==> config.mk <==
export PLATFORM = sky130hd
export DESIGN_NAME = conv5d_sched
export DESIGN_NICKNAME = d
export VERILOG_FILES = /design/src/rtl/conv5d_pkg.sv /design/src/rtl/conv5d_coord_cnt.sv /design/src/rtl/conv5d_sched.sv
export SDC_FILE = /design/constraint.sdc
export NUM_CORES = 1
export LEC_CHECK = 0
export BUFFER_PORTS_ARGS = -buffer_cell sky130_fd_sc_hd__buf_2
export CAP_MARGIN = 10
export CORE_UTILIZATION = 52
export DETAILED_ROUTE_END_ITERATION = 10
export MAX_ROUTING_LAYER = met4
export PLACE_DENSITY = 0.83
export SLEW_MARGIN = 10
export SYNTH_ARGS = -nofsm -noshare
export SYNTH_HDL_FRONTEND = slang
export SYNTH_SLANG_ARGS = --single-unit
==> constraint.sdc <==
create_clock -name clk -period 3 [get_ports clk]
set_input_delay 0.15 -clock clk [delete_from_list [all_inputs] [get_ports clk]]
set_output_delay 0.15 -clock clk [all_outputs]
set_load 0.01 [all_outputs]
==> src/rtl/conv5d_pkg.sv <==
// ============================================================================
// Module   : conv5d_pkg
// Brief    : FSM states, cs encodings and output-dimension helper for conv5d.
//            CONV5D_STRIDE2_EN selects a window step of 2.
// Revision : 1.0
// ============================================================================
`default_nettype none

package conv5d_pkg;

    typedef enum logic [2:0] {
        IDLE  = 3'd0,
        FETCH = 3'd1,
        MUL   = 3'd2,
        ADD   = 3'd3,
        EMIT  = 3'd4,
        DONE  = 3'd5
    } state_t;

    localparam logic [1:0] CS_HOLD = 2'b00;
    localparam logic [1:0] CS_MUL  = 2'b01;
    localparam logic [1:0] CS_ADD  = 2'b10;

`ifdef CONV5D_STRIDE2_EN
    localparam int STRIDE = 2;
`else
    localparam int STRIDE = 1;
`endif

    function automatic int out_dim(input int img, input int k, input int stride);
        return (img - k) / stride + 1;
    endfunction

endpackage

`default_nettype wire

==> src/rtl/conv5d_coord_cnt.sv <==
// ============================================================================
// Module   : conv5d_coord_cnt
// Brief    : Output row/col counter pair with terminal flag and window-coord
//            scaling (x2 when CONV5D_STRIDE2_EN is defined).
// Revision : 1.0
// ============================================================================
`default_nettype none

module conv5d_coord_cnt #(
    parameter int OW = 24,
    parameter int OH = 24,
    parameter int CW = 5
) (
    input  logic          clk,
    input  logic          rst,
    input  logic          clr,
    input  logic          adv,
    output logic [CW-1:0] row,
    output logic [CW-1:0] col,
    output logic [CW-1:0] win_row,
    output logic [CW-1:0] win_col,
    output logic          last
);

    logic [CW-1:0] row_q, row_d;
    logic [CW-1:0] col_q, col_d;
    logic          col_last;

    always_ff @(posedge clk or posedge rst) begin
        if (rst) begin
            row_q <= '0;
            col_q <= '0;
        end else begin
            row_q <= row_d;
            col_q <= col_d;
        end
    end

    // Advancing past the final position is suppressed so counters never wrap.
    always_comb begin
        col_last = (col_q == CW'(OW - 1));
        last     = col_last && (row_q == CW'(OH - 1));
        row_d    = row_q;
        col_d    = col_q;
        if (clr) begin
            row_d = '0;
            col_d = '0;
        end else if (adv && !last) begin
            if (col_last) begin
                col_d = '0;
                row_d = row_q + CW'(1);
            end else begin
                col_d = col_q + CW'(1);
            end
        end
    end

    assign row = row_q;
    assign col = col_q;

`ifdef CONV5D_STRIDE2_EN
    assign win_row = row_q << 1;
    assign win_col = col_q << 1;
`else
    assign win_row = row_q;
    assign win_col = col_q;
`endif

endmodule

`default_nettype wire

==> src/rtl/conv5d_sched.sv <==
// ============================================================================
// Module   : conv5d_sched
// Brief    : Start/done scheduler for the 5x5 convolution datapath: fetches
//            each window, sequences cs and emits results under valid/ready.
//            CONV5D_STRIDE2_EN selects a window step of 2.
// Revision : 1.0
// ============================================================================
`default_nettype none

module conv5d_sched
    import conv5d_pkg::*;
#(
    parameter int IMG_W = 28,
    parameter int IMG_H = 28,
    parameter int K     = 5,
    parameter int CW    = 5
) (
    input  logic          clk,
    input  logic          rst,
    input  logic          start,
    output logic          busy,
    output logic          done,
    output logic          win_req,
    input  logic          win_ack,
    output logic [CW-1:0] win_row,
    output logic [CW-1:0] win_col,
    output logic [1:0]    cs,
    output logic          out_valid,
    input  logic          out_ready,
    output logic [CW-1:0] out_row,
    output logic [CW-1:0] out_col
);

    localparam int OW = out_dim(IMG_W, K, STRIDE);
    localparam int OH = out_dim(IMG_H, K, STRIDE);

    state_t state_q, state_d;
    logic   cnt_clr;
    logic   cnt_adv;
    logic   cnt_last;

    always_ff @(posedge clk or posedge rst) begin
        if (rst) begin
            state_q <= IDLE;
        end else begin
            state_q <= state_d;
        end
    end

    // Outputs decode from state alone; handshake inputs only steer transitions.
    always_comb begin
        state_d   = state_q;
        cnt_clr   = 1'b0;
        cnt_adv   = 1'b0;
        busy      = 1'b0;
        done      = 1'b0;
        win_req   = 1'b0;
        out_valid = 1'b0;
        cs        = CS_HOLD;
        unique case (state_q)
            IDLE: begin
                if (start) begin
                    state_d = FETCH;
                    cnt_clr = 1'b1;
                end
            end
            FETCH: begin
                busy    = 1'b1;
                win_req = 1'b1;
                if (win_ack) begin
                    state_d = MUL;
                end
            end
            MUL: begin
                busy    = 1'b1;
                cs      = CS_MUL;
                state_d = ADD;
            end
            ADD: begin
                busy    = 1'b1;
                cs      = CS_ADD;
                state_d = EMIT;
            end
            EMIT: begin
                busy      = 1'b1;
                out_valid = 1'b1;
                if (out_ready) begin
                    if (cnt_last) begin
                        state_d = DONE;
                    end else begin
                        state_d = FETCH;
                        cnt_adv = 1'b1;
                    end
                end
            end
            DONE: begin
                done    = 1'b1;
                state_d = IDLE;
            end
            default: begin
                state_d = IDLE;
            end
        endcase
    end

    conv5d_coord_cnt #(
        .OW (OW),
        .OH (OH),
        .CW (CW)
    ) u_coord_cnt (
        .clk     (clk),
        .rst     (rst),
        .clr     (cnt_clr),
        .adv     (cnt_adv),
        .row     (out_row),
        .col     (out_col),
        .win_row (win_row),
        .win_col (win_col),
        .last    (cnt_last)
    );

endmodule

`default_nettype wire

* Word-level counts from Yosys, hierarchy flattened
Cells that the tools add are included.
** Operators by class
- Multiplexer cells :: 21
- Reductions and logical operators :: 9
- Add/subtract/negate cells :: 2
- Equal/unequal tests :: 10
** Operator list (count)
- two-way mux 5 bit :: 6
- case mux 3 bit (5 select lines) :: 1
- two-way mux 3 bit :: 4
- adder 5 x 1 -> 5 bit (second input constant) :: 2
- == test 5 bit (second input constant) :: 2
- two-way mux 1 bit :: 9
- == test 3 x 2 -> 1 bit (second input constant) :: 2
- == test 3 bit (second input constant) :: 2
- inequality test 2 bit (second input constant) :: 3
- case mux 2 bit (2 select lines) :: 1
- nonzero test 2 bit :: 2
- OR reduction 4 bit :: 1
- == test 3 x 1 -> 1 bit (second input constant) :: 1
- zero test 3 bit :: 1
- AND reduction 3 bit :: 1
- logical AND 1 bit :: 2
- AND reduction 2 bit :: 1
- zero test 1 bit :: 1
** Storage, ports and cells
- Output and inout bits :: 26
- Input bits :: 5
- Word-level logic and storage cells :: 45
- Flip-flop bits (word level) :: 13

* Depth between registers and ports, before layout
- Depth after elaboration :: 8
- Depth in mapped cells :: 4
- Gate-level depth less buffers :: 4

* Cells and area by module
A second synthesis with hierarchy kept.
** Second synthesis, totals
- Cells, all modules :: 100
- Area, all modules :: 903.4 um^2
** Modules (own cells, without submodules)
- conv5d_coord_cnt :: cells an instance 72, area each 660.6 um^2, times used 1, seq. area each 250.2 um^2
- conv5d_sched :: cells an instance 28, area each 242.7 um^2, times used 1, seq. area each 75.1 um^2

* Worst setup path before layout
No wires, ideal clock.
- Kind :: register to register
- Start point :: register u_coord_cnt.col_q[0] (netlist: u_coord_cnt.col[0])
- End point :: register u_coord_cnt.col_q[3] (netlist: u_coord_cnt.col[3])
- Data required time :: 2.923 ns
- Setup time :: 0.077 ns
- Arrival :: 1.493 ns
- Buffers on the path :: 0
- Cell stages (with the launch flop) :: 5
- Period minus slack after synthesis :: 1.570 ns
- Slack :: 1.430 ns
- Cell sequence :: dfrtp_1 -> ha_1 -> and4b_1 -> or4_1 -> a21oi_1
** Between the ends
- Cells in the longest elaborated chain, start to end :: 7
- Elaborated cells on any way between the ends :: 12
- Those cells by class :: 1 x add/sub; 1 x eq/ne; 6 x mux; 4 x reduce/logical
** Ends and longest elaborated chain
- start, declared :: RTL line conv5d_coord_cnt.sv:26 : logic [CW-1:0] col_q, col_d;
- start signal, assigned :: RTL line conv5d_coord_cnt.sv:35 : col_q <= col_d;
- branches (longest 7 deep; another with adder 5 x 1 -> 5 bit)
Several ways; the timed one is not identified. The select of a mux whose other input is x is not followed.
A chain may end at the register's enable or synchronous reset.

* Final worst setup path
- Start point :: register state_q[0]
- End point :: register u_coord_cnt.col_q[3] (netlist: u_coord_cnt.col[3])
** Between the ends
- Cells in the longest elaborated chain, start to end :: 4
- Elaborated cells on any way between the ends :: 7
- Those cells by class :: 1 x eq/ne; 3 x mux; 3 x reduce/logical
** Ends and longest elaborated chain
- start, declared :: RTL line conv5d_sched.sv:37 : state_t state_q, state_d;
- start signal, assigned :: RTL line conv5d_sched.sv:46 : state_q <= state_d;
- == test 3 bit :: RTL line conv5d_sched.sv:60 : unique case (state_q)
- two-way mux 1 bit :: RTL line conv5d_sched.sv:60
- logical AND 1 bit :: RTL line conv5d_coord_cnt.sv:48 : end else if (adv && !last) begin
- nonzero test 2 bit (no line)
Parallel ways exist; a longest one is shown, timed or not.

==> impl_metrics.json <==
{
  "status": "complete, no violations",
  "ys_warn_count": 0,
  "synth_area_um2": 873,
  "gp_congestion": 0.807,
  "synth_top_cells_by_count": "13 x dfrtp_1, 11 x buf_4, 9 x nand2_1",
  "synth_top_area_share_pct": 37.2,
  "io_pins": 31,
  "start_kind": "register",
  "hold_path_startpoint": "win_ack",
  "slew-limit-headroom_pct": 66.4,
  "p_leak_nw": 0.504,
  "diodes": 0,
  "grt_pass1_wl_um": 3060,
  "end_kind": "register",
  "cts_setup_buffers": 0,
  "rows": 14,
  "slowest_stage": "or4_1",
  "coreArea_mm2": 0.00154,
  "synth_seq_cells": 13,
  "drt_iter0_drc": 28,
  "clk_pin_slew_ns": 0.08,
  "rsz0062_at_grt": "no",
  "numCtsBuffers": 3,
  "cts_tree": "done",
  "post-route-min-period_ns": 1.82,
  "fin_ws_ns": 1.18,
  "grt_overflow": 0,
  "clkSinkCount": 13,
  "ant_nets": 0,
  "hpwl_um": 1280,
  "max_stage_delay_ns": 0.61,
  "dpl_worst_slack_ns": 1.22,
  "drc": 0,
  "synthesis.nets": 100,
  "arrival_ns": 2.02,
  "r2r_end": "u_coord_cnt.col[3]$_DFFE_PP0P_",
  "vias": 771,
  "setup_violations": 0,
  "maxCapViolCount": 0,
  "syn_inst": 93,
  "wire_per_inst_um": 13.9,
  "track_usage_pct": 22.6,
  "ir_worst_vdd_mv": 0.404,
  "antenna_found_initial": 0,
  "rr_startpoint": "state_q[0]$_DFFE_PP0P_",
  "die_h_um": 43.0,
  "cts_root_buffer": "clkbuf_4",
  "synth_edf_count": 0,
  "cpLargestDelayFamily": "simple AND/OR/NAND/NOR gates",
  "yosysTopAreaCell": "dfrtp_1",
  "whs_ns": 0.144,
  "synthFlopType": "dfrtp_1",
  "synth_area_per_cell_um2": 9.39,
  "fmax_ghz": 0.549,
  "initial_core_util_pct": 56.7,
  "fin_tns_setup_ns": 0,
  "postCtsResizedCells": 0,
  "post-route-period-util_pct": 60.7,
  "finClkSkew_ns": 0.00283,
  "clock_latency_ns": 0.28,
  "clk_path_buf_depth": 2,
  "cp_max_fo": 14,
  "htree_levels": 1,
  "hold_viol_final": 0,
  "crit_buf_inv": 0,
  "hold_path_end": "state_q[1]$_DFFE_PP0P_",
  "min_path_cells": 3,
  "synthTopCellsByArea": "dfrtp_1 37%, buf_4 9.5%, mux2i_1 5.7%, nand2_1 3.9%, and3b_1 3.0%",
  "first_global_vias": 661,
  "power_density_mw_per_mm2": 594,
  "routed_wl_um": 1800,
  "syn2layout_area_growth_pct": 12.3,
  "ys_seq_area_share_pct": 37.2,
  "grt_max_degree": 15,
  "first_pass_iters": 4,
  "critPathKind": "register to register",
  "crit_chain": "nand4bb_1, or4_1, a21oi_1",
  "r2r_cells": 3,
  "synth_most_common_cell": "dfrtp_1",
  "vias_per_cell": 5.98,
  "die-area_mm2": 0.00185,
  "numPortBuffers": 30,
  "required_ns": 3.20,
  "maxSlewViolCount": 0,
  "drive_gt1_share_pct": 31.0,
  "nNetsFinal": 121,
  "worst_pin_slew_ns": 0.503,
  "die_x_um": 43.0,
  "synthArstFlopShare_pct": 100,
  "reg2reg_slack_ns": 1.18,
  "hold_class": "primary input to register",
  "ys_types": 33
}
## worst min-delay path, cell delays in order
cell      delay [ns]
buf_2           0.11
nand3b_1        0.07
a21oi_1         0.06
## metal layers
metal | wire length, um | global-route usage [%] | vias up
met5 | 0 | - | -
met4 | 7 | 9.09 | 0
met3 | 124 | 4.26 | 2
met2 | 860 | 33.9 | 39
met1 | 806 | 30.3 | 355
li1 | - | - | 375
## logic make-up after synthesis
logic type,Yosys count,share of synthesized area [%]
AND/OR/NAND/NOR,39,28.8
buffers and inverters,17,12.2
AO/OA/AOI/OAI,16,12.2
flip-flops,13,37.2
multiplexers,5,5.73
adder cells (fa/ha/maj),2,2.86
XOR/XNOR,1,1.00
## power by group
part | internal [mW] | total (mW) | leakage (nW) | switching, mW
Clock | 0.0516 | 0.112 | 0.0150 | 0.0609
Combinational | 0.103 | 0.209 | 0.312 | 0.106
Sequential | 0.199 | 0.261 | 0.178 | 0.0616
## how the worst max path moves through the flow
stage / endpoint / depth (start not counted) / slack, ns / start
detailed placement: u_coord_cnt.col[3]$_DFFE_PP0P_ / 3 / 1.22 / state_q[2]$_DFFE_PP0P_
CTS: u_coord_cnt.col[3]$_DFFE_PP0P_ / 3 / 1.19 / state_q[2]$_DFFE_PP0P_
global placement: u_coord_cnt.col[3]$_DFFE_PP0P_ / 3 / 1.31 / state_q[0]$_DFFE_PP0P_
global route: u_coord_cnt.col[3]$_DFFE_PP0P_ / 3 / 1.03 / state_q[2]$_DFFE_PP0P_
floorplan: u_coord_cnt.col[3]$_DFFE_PP0P_ / 4 / 1.43 / u_coord_cnt.col[0]$_DFFE_PP0P_
finish: u_coord_cnt.col[3]$_DFFE_PP0P_ / 3 / 1.18 / state_q[0]$_DFFE_PP0P_
## registers in the layout (all words and copies together) (netlist names)
register and cells:
u_coord_cnt.col 5, u_coord_cnt.row 5, state_q 3
## layout by cell type (no fill, tap or decap), types with 2 or more instances in the layout
cell and n:
nor3_1 2, nand2b_1 2, nor3b_1 2, and3b_1 3, nand3b_1 2, ha_1 2, buf_2 30, nand3_1 4
and4b_1 2, nand2_1 9, nand4b_1 2, mux2i_1 5, clkbuf_4 3, nor2_1 3, inv_1 2, or4_1 2
dfrtp_1 13, o21ai_0 3, a21oi_1 5, o211ai_1 2, o32ai_1 2
## layout make-up
class / instances / area [um^2]
fillers: 130 / 561
multi-input cells: 63 / 442
flip-flops and latches: 13 / 325
repair buffers: 31 / 160
clock buffers: 4 / 26.3
well taps: 16 / 20.0
inverters: 2 / 7.51
## metrics by stage
stage	power (mW)	instances	area [um^2]	util, %
2_1_floorplan	0.418	93	873	-
3_3_place_gp	0.463	124	945	61.3
3_5_place_dp	0.472	124	945	61.3
4_1_cts	0.581	129	981	63.6
5_1_grt	0.622	129	981	63.6
6_report	0.583	129	981	63.6
## timing repair
item | in CTS | in global routing
endpoints found under the hold margin | 13 | 0
endpoints found under the setup margin | 0 | 0
hold buffers | 1 | 0
(Power assumes the default switching activity.)
